<file path="src/rtl/aip_conv_slave.sv">
// AIP responder for the convolution IP: host-visible buffers, pointers, config and status/interrupt.
// Host reads are combinational; engine X/Y reads have a 1-cycle latency. There is no backpressure.
module aip_conv_slave #(
  parameter int          DATAWIDTH = 32,
  parameter int          SIZE_XY   = 32,
  parameter int          SIZE_Z    = 64,
  parameter logic [31:0] IP_ID_VAL = 32'h1000500C
) (
  input  logic                 clk,
  input  logic                 rst_a,
  input  logic                 en_s,
  input  logic [DATAWIDTH-1:0] data_in,
  output logic [DATAWIDTH-1:0] data_out,
  input  logic                 write,
  input  logic                 read,
  input  logic                 start,
  input  logic [4:0]           conf_dbus,
  output logic                 int_req,
  output logic                 core_start,
  input  logic                 core_done,
  output logic [10:0]          conf_reg,
  input  logic [4:0]           x_addr,
  output logic [DATAWIDTH-1:0] x_rdata,
  input  logic [4:0]           y_addr,
  output logic [DATAWIDTH-1:0] y_rdata,
  input  logic                 z_we,
  input  logic [5:0]           z_addr,
  input  logic [DATAWIDTH-1:0] z_wdata
);

  localparam logic [4:0] SEL_X      = 5'd0;
  localparam logic [4:0] SEL_X_PTR  = 5'd1;
  localparam logic [4:0] SEL_Y      = 5'd2;
  localparam logic [4:0] SEL_Y_PTR  = 5'd3;
  localparam logic [4:0] SEL_Z      = 5'd4;
  localparam logic [4:0] SEL_Z_PTR  = 5'd5;
  localparam logic [4:0] SEL_CONF   = 5'd6;
  localparam logic [4:0] SEL_STATUS = 5'd30;
  localparam logic [4:0] SEL_ID     = 5'd31;

  logic [DATAWIDTH-1:0] x_mem [SIZE_XY];
  logic [DATAWIDTH-1:0] y_mem [SIZE_XY];
  logic [DATAWIDTH-1:0] z_mem [SIZE_Z];

  logic [4:0] ptr_x, ptr_y;
  logic [5:0] ptr_z;
  logic       busy, flag0;
  logic [7:0] mask;
  logic       host_wr, host_rd;
  logic [DATAWIDTH-1:0] rd_mux;

  assign host_wr = write & en_s;
  assign host_rd = read & en_s;

  always_comb begin
    rd_mux = '0;
    case (conf_dbus)
      SEL_X:      rd_mux = x_mem[ptr_x];
      SEL_X_PTR:  rd_mux = DATAWIDTH'(ptr_x);
      SEL_Y:      rd_mux = y_mem[ptr_y];
      SEL_Y_PTR:  rd_mux = DATAWIDTH'(ptr_y);
      SEL_Z:      rd_mux = z_mem[ptr_z];
      SEL_Z_PTR:  rd_mux = DATAWIDTH'(ptr_z);
      SEL_CONF:   rd_mux = DATAWIDTH'(conf_reg);
      SEL_STATUS: rd_mux = DATAWIDTH'({8'd0, mask, 7'd0, busy, 7'd0, flag0});
      SEL_ID:     rd_mux = DATAWIDTH'(IP_ID_VAL);
      default:    rd_mux = '0;
    endcase
  end

  // Output is forced to zero while reset is held, independent of buffer contents.
  assign data_out = rst_a ? rd_mux : '0;

  always_ff @(posedge clk) begin
    if (host_wr && conf_dbus == SEL_X && !busy) x_mem[ptr_x] <= data_in;
    if (host_wr && conf_dbus == SEL_Y && !busy) y_mem[ptr_y] <= data_in;
    if (z_we) z_mem[z_addr] <= z_wdata;
  end

  always_ff @(posedge clk or negedge rst_a) begin
    if (!rst_a) begin
      x_rdata <= '0;
      y_rdata <= '0;
    end else begin
      x_rdata <= x_mem[x_addr];
      y_rdata <= y_mem[y_addr];
    end
  end

  always_ff @(posedge clk or negedge rst_a) begin
    if (!rst_a) begin
      ptr_x      <= '0;
      ptr_y      <= '0;
      ptr_z      <= '0;
      conf_reg   <= '0;
      busy       <= 1'b0;
      flag0      <= 1'b0;
      mask       <= '0;
      int_req    <= 1'b1;
      core_start <= 1'b0;
    end else begin
      if (host_wr && conf_dbus == SEL_X && !busy) ptr_x <= ptr_x + 5'd1;
      else if (host_wr && conf_dbus == SEL_X_PTR) ptr_x <= data_in[4:0];
      else if (host_rd && conf_dbus == SEL_X)     ptr_x <= ptr_x + 5'd1;

      if (host_wr && conf_dbus == SEL_Y && !busy) ptr_y <= ptr_y + 5'd1;
      else if (host_wr && conf_dbus == SEL_Y_PTR) ptr_y <= data_in[4:0];
      else if (host_rd && conf_dbus == SEL_Y)     ptr_y <= ptr_y + 5'd1;

      if (host_wr && conf_dbus == SEL_Z_PTR) ptr_z <= data_in[5:0];
      else if (host_rd && conf_dbus == SEL_Z) ptr_z <= ptr_z + 6'd1;

      if (host_wr && conf_dbus == SEL_CONF) conf_reg <= data_in[10:0];

      if (host_wr && conf_dbus == SEL_STATUS) begin
        mask <= data_in[23:16];
        if (data_in[0]) flag0 <= 1'b0;
      end

      core_start <= 1'b0;
      if (start && en_s && !busy) begin
        busy       <= 1'b1;
        core_start <= 1'b1;
      end

      // Completion is placed last so it beats a same-edge W1C clear.
      if (core_done) begin
        busy  <= 1'b0;
        flag0 <= 1'b1;
      end

      int_req <= ~(flag0 & mask[0]);
    end
  end

endmodule

</file>
<file path="config.mk">
export PLATFORM = sky130hd
export DESIGN_NAME = aip_conv_slave
export DESIGN_NICKNAME = d
export VERILOG_FILES = /design/src/rtl/aip_conv_slave.sv
export SDC_FILE = /design/constraint.sdc
export NUM_CORES = 2
export LEC_CHECK = 0
export CAP_MARGIN = 25
export CORE_MARGIN = 4
export CORE_UTILIZATION = 45
export DETAILED_ROUTE_END_ITERATION = 10
export HOLD_SLACK_MARGIN = 0.08
export SYNTH_ARGS = -nofsm -noshare
export SYNTH_HDL_FRONTEND = slang
export SYNTH_SLANG_ARGS = --single-unit
</file>
<file path="constraint.sdc">
create_clock -name clk -period 5.3 [get_ports clk]
set_input_delay 1.06 -clock clk [delete_from_list [all_inputs] [get_ports clk]]
set_output_delay 1.06 -clock clk [all_outputs]
set_load 0.005 [all_outputs]
</file>
; After elaboration in Yosys (flattened, before gate mapping)
; Memory sizes are Yosys's and may differ from the RTL's. A register that Yosys moved wholly into a read port is not among the register bits.
; Cells that the tools add are included.
[totals]
register_bits = 39
ramBits = 4096
input_bits = 93
wordCells = 74
n_memories = 3
[op_classes]
addsub = 3
eq_ne = 8
n_mux = 22
n_bitwise = 4
reduce_logical = 25
[memory_table]
columns = name, depth, width, read_ports, rd_ports_with_merged_regs, write_ports, line
row1 = z_mem, 64, 32, 1, 0, 1, 43  ; logic [DATAWIDTH-1:0] z_mem [SIZE_Z];
row2 = x_mem, 32, 32, 2, 1, 1, 41  ; logic [DATAWIDTH-1:0] x_mem [SIZE_XY];
row3 = y_mem, 32, 32, 2, 1, 1, 42  ; logic [DATAWIDTH-1:0] y_mem [SIZE_XY];
[ops]
columns = op, count
row1 = 32-bit one-hot mux with 9 select lines, 1
row2 = 32-bit two-way mux, 1
row3 = 5-bit two-way mux, 6
row4 = 5-bit by 3-bit equality test with 1-bit output (second input constant), 3
row5 = 1-bit logical AND, 14
row6 = 1-bit two-way mux, 12
row7 = 6-bit two-way mux, 2
row8 = 5-bit by 1-bit adder with 5-bit output (second input constant), 2
row9 = 5-bit by 2-bit equality test with 1-bit output (second input constant), 2
row10 = 5-bit equality test (second input constant), 2
row11 = 2-bit nonzero test, 4
row12 = 6-bit by 1-bit adder with 6-bit output (second input constant), 1
row13 = 3-bit nonzero test, 2
row14 = 5-bit by 1-bit equality test with 1-bit output (second input constant), 1
row15 = 5-bit zero test, 1
row16 = 1-bit AND, 3
row17 = 1-bit zero test, 3
row18 = 2-bit AND reduction, 1
row19 = 1-bit NOT, 1

; Logic depth before layout (Yosys ltp)
[depth]
word_depth = 5
mapped_depth = 12
mapped_depth_nobuf = 7

; Worst setup path after synthesis
; OpenSTA, ideal clock, no wires.
[synth_path]
kind = input-to-reg
startpoint = in conf_dbus[2]
endpoint = mem x_mem[0][0], enable pin
arrival_ps = 3931
setup_slack_ps = 948
cell_stages = 7
cell_sequence = or3_1 -> buf_2 -> or3_1 -> buf_2 -> nor3_1 -> nand2_1 -> nor2_1
[synth_via]
elab_chain_cells = 5
[synth_lines]
columns = item, line
row1 = start: declaration, 17  ; input logic [4:0] conf_dbus,
row2 = 5-bit zero test, 75  ; if (host_wr && conf_dbus == SEL_X && !busy) x_mem[ptr_x] <= data_in;
row3 = 1-bit logical AND (2 in series), 75
row4 = 1-bit two-way mux, 75
row5 = 1-bit two-way mux (implied by the code), 75
row6 = end: declaration, 41
; Every way passes these cells.

; Worst setup path after layout
[layout_path]
startpoint = reg ptr_y[2]
endpoint = out data_out[14]
[layout_via]
elab_chain_cells = 3
[layout_lines]
columns = item, line
row1 = start: declaration, 45  ; logic [4:0] ptr_x, ptr_y;
row2 = start signal: assignment, 106  ; if (host_wr && conf_dbus == SEL_Y && !busy) ptr_y <= ptr_y + 5'd1;
row3 = start signal: assignment, 107  ; else if (host_wr && conf_dbus == SEL_Y_PTR) ptr_y <= data_in[4:0];
row4 = start signal: assignment, 108  ; else if (host_rd && conf_dbus == SEL_Y) ptr_y <= ptr_y + 5'd1;
row5 = memory read 32 x 32 bit, -
row6 = 32-bit one-hot mux with 9 select lines, 57  ; case (conf_dbus)
row7 = 32-bit two-way mux, 72  ; assign data_out = rst_a ? rd_mux : '0;
row8 = end: declaration, 13  ; output logic [DATAWIDTH-1:0] data_out,
; Every way passes these cells.

==> impl_metrics.json <==
{
  "status": "complete, but fails checks",
  "violations": "setup timing",
  "synth_edf_count": 4096,
  "relSlewSlack_pct": 28.2,
  "p_sw_share_pct": 27.2,
  "p_int_mw": 62.9,
  "cp.required_ps": 4240,
  "cts.sinks": 4199,
  "start_kind": "flop",
  "p_per_area_mw_per_mm2": 410,
  "largest_register_ffs": 2048,
  "viasPerCell": 6.61,
  "place.gp.congestion": 0.889,
  "drv_cap": 0,
  "syn_avg_cell_area_um2": 20.9,
  "hold_path_class": "in -> reg",
  "p_sw_mw": 23.5,
  "ant_nets": 0,
  "ys_top_cells_by_area": "edfxtp_1 70%, mux4_2 17%, mux2i_1 4.6%",
  "final_area_mm2": 0.211,
  "layout-drive-gt1-share_pct": 36.4,
  "grt_pass1_wl_um": 814000,
  "leakage_nw": 67.3,
  "drt_iter0_drc": 14400,
  "clkSlewWorstSetupHoldPaths_ps": 60,
  "final_cell_mix": "4096 x edfxtp_1, 1312 x mux4_2, 753 x mux2i_1",
  "die_w_um": 634,
  "min_period_ps": 5400,
  "critPathKind": "reg -> out",
  "yosys_warnings": 0,
  "crit_arrival_ps": 4340,
  "num_rows": 229,
  "synthToLayoutAreaGrowth_pct": 19.8,
  "finClkSkew_ps": 54.1,
  "insertion_delay_ps": 1020,
  "clock.fmax_ghz": 0.185,
  "worstHoldPathCells": 1,
  "hpwlAfterDp_um": 355000,
  "nets": 9636,
  "synth_top_cell_by_area": "edfxtp_1",
  "wire_per_inst_um": 39.3,
  "htree_levels": 5,
  "worst_slack_ps": -97.4,
  "fp.dieH_um": 634,
  "yosys_most_used_dff": "edfxtp_1",
  "final_core_utilization_pct": 54.2,
  "drt_wl_total_um": 594000,
  "dp_cells": 14000,
  "postSynth.asyncResetShare_pct": 2.45,
  "syn-num-nets": 8536,
  "synth_seq_cells": 4199,
  "io_buffers": 201,
  "final_max_slew_viol_count": 0,
  "p_total_mw": 86.5,
  "ys_seq_area_share_pct": 71.3,
  "power_frac_clock_pct": 34.7,
  "fillCellCount": 29600,
  "p_seq_share_pct": 42.6,
  "combPwrFrac_pct": 22.7,
  "netlist_area_mm2": 0.176,
  "cp-end-kind": "output pin",
  "final_cells": 15100,
  "cts_tree": "built",
  "cts_buffer_depth": 4,
  "grt_usage_pct": 29.1,
  "regMostFlops": "z_mem",
  "post-route-period-util_pct": 102,
  "r2r_cells": 6,
  "overflow": 0,
  "start_util_pct": 45.2,
  "syn_inst": 8434,
  "hold_viol": 0,
  "synth_cell_types": 77,
  "tightest_slew_ps": 1080,
  "vias": 100000,
  "io_pins": 202,
  "grt_max_degree": 84,
  "numCtsBuffers": 437,
  "drc": 0,
  "grt_pass1_vias": 99900,
  "setup_violations": 4,
  "antenna_found_initial": 47,
  "post_dp_cell_area_mm2": 0.190,
  "die_area_mm2": 0.402,
  "ir_worst_vdd_mv": 0.306,
  "dr.pass1.iters": 6,
  "largestRegisters": "z_mem x2048, x_mem x1024, y_mem x1024",
  "rsz0062_at_grt": "true",
  "clockRootBuffer": "clkbuf_16",
  "final_common_cell": "edfxtp_1",
  "core_mm2": 0.389,
  "dp_slack_ps": -641,
  "yosys.area.top_type_share_pct": 69.8,
  "cp_max_fo": 9
}
[synth_stat cells, types with 80 or more instances]
cell type and n:
o22ai_1 305, edfxtp_1 4096, o21ai_0 89, dfrtp_1 102, buf_4 83, a22oi_1 129, nand2_1 120, mux2i_1 809
mux2_2 96, nor2_1 175, buf_2 166, clkbuf_1 251, mux4_2 1312, a21oi_1 80
[final timing paths]
kind,slack [ps],start,end
max,-100,ptr_y[2],data_out[14]
min,370,data_in[17],y_mem[7][17]
max reg2reg,2040,ptr_x[1],x_mem[7][24]
min reg2reg,480,mask[0],int_req
max in group asynchronous,2670,rst_a,ptr_y[1]
min in group asynchronous,820,rst_a,ptr_z[5]
[stage by stage]
stage	hold WS (ps)	setup TNS (ps)
4_1_cts	394	-902
6_report	369	-240
5_1_grt	340	-731
2_1_floorplan	389	0
3_3_place_gp	415	-2370
3_5_place_dp	447	-2090
[repair_timing]
action | in CTS | in global routing
pin swaps | 88 | 65
hold endpoints to repair | 8 | 0
setup buffers | 161 | 60
endpoints found under the setup margin | 32 | 26
hold buffers | 1 | 0
cloned | 37 | 5
gates resized for setup | 493 | 135
[logic make-up after synthesis]
kind of cell	synth area share, %
muxes	22.0
buffers and inverters	1.68
xor gates and xnor gates	0.0199
DFF	71.3
AOI/OAI and AO/OA	3.38
adders and majority gates	0.0639
and+or+nand+nor	1.58
[critical path, cell delays in order, from the launching register on]
cell	delay, ps
dfrtp_4	500
buf_4	160
or4_4	580
buf_8	200
o22ai_1	180
nor4_1	80
buf_4	160
a31oi_4	290
a311oi_2	70
buf_4	170
a21oi_4	270
buf_6	140
clkdlybuf4s50_1	490
[metal layers]
| layer | global-route usage, % | share of wire, % | vias to the layer above |
|---|---|---|---|
| met1 | 38.4 | 37 | 53700 |
| met3 | 5.95 | 9.4 | 1414 |
| met2 | 46.7 | 48 | 6153 |
| li1 | - | - | 38700 |
| met5 | 0 | 0.015 | - |
| met4 | 13.7 | 5.6 | 14 |
[final cells by class]
cell class                 instances  area, µm²  area share [%]
antenna                           28       70.1          0.0332
clock buffer                     550      11500            5.47
clock inverter                   250       2340            1.11
inverter                           9       37.5          0.0178
multi-input combinational       3654      50600            24.0
sequential                      4199     126000            59.5
tap                             5197       6500            3.08
timing repair buffer            1233      14300            6.76
[power by group through the flow]
stage / sequential, mW / combinational (mW) / clock (mW)
global route: 36.9 / 20.2 / 31.8
detailed placement: 37.7 / 15.9 / 0
floorplan: 37.4 / 10.0 / 0
finish: 36.9 / 19.6 / 30.0
global placement: 37.7 / 15.8 / 0
CTS: 36.9 / 19.0 / 30.4
(Power assumes the default switching activity.)
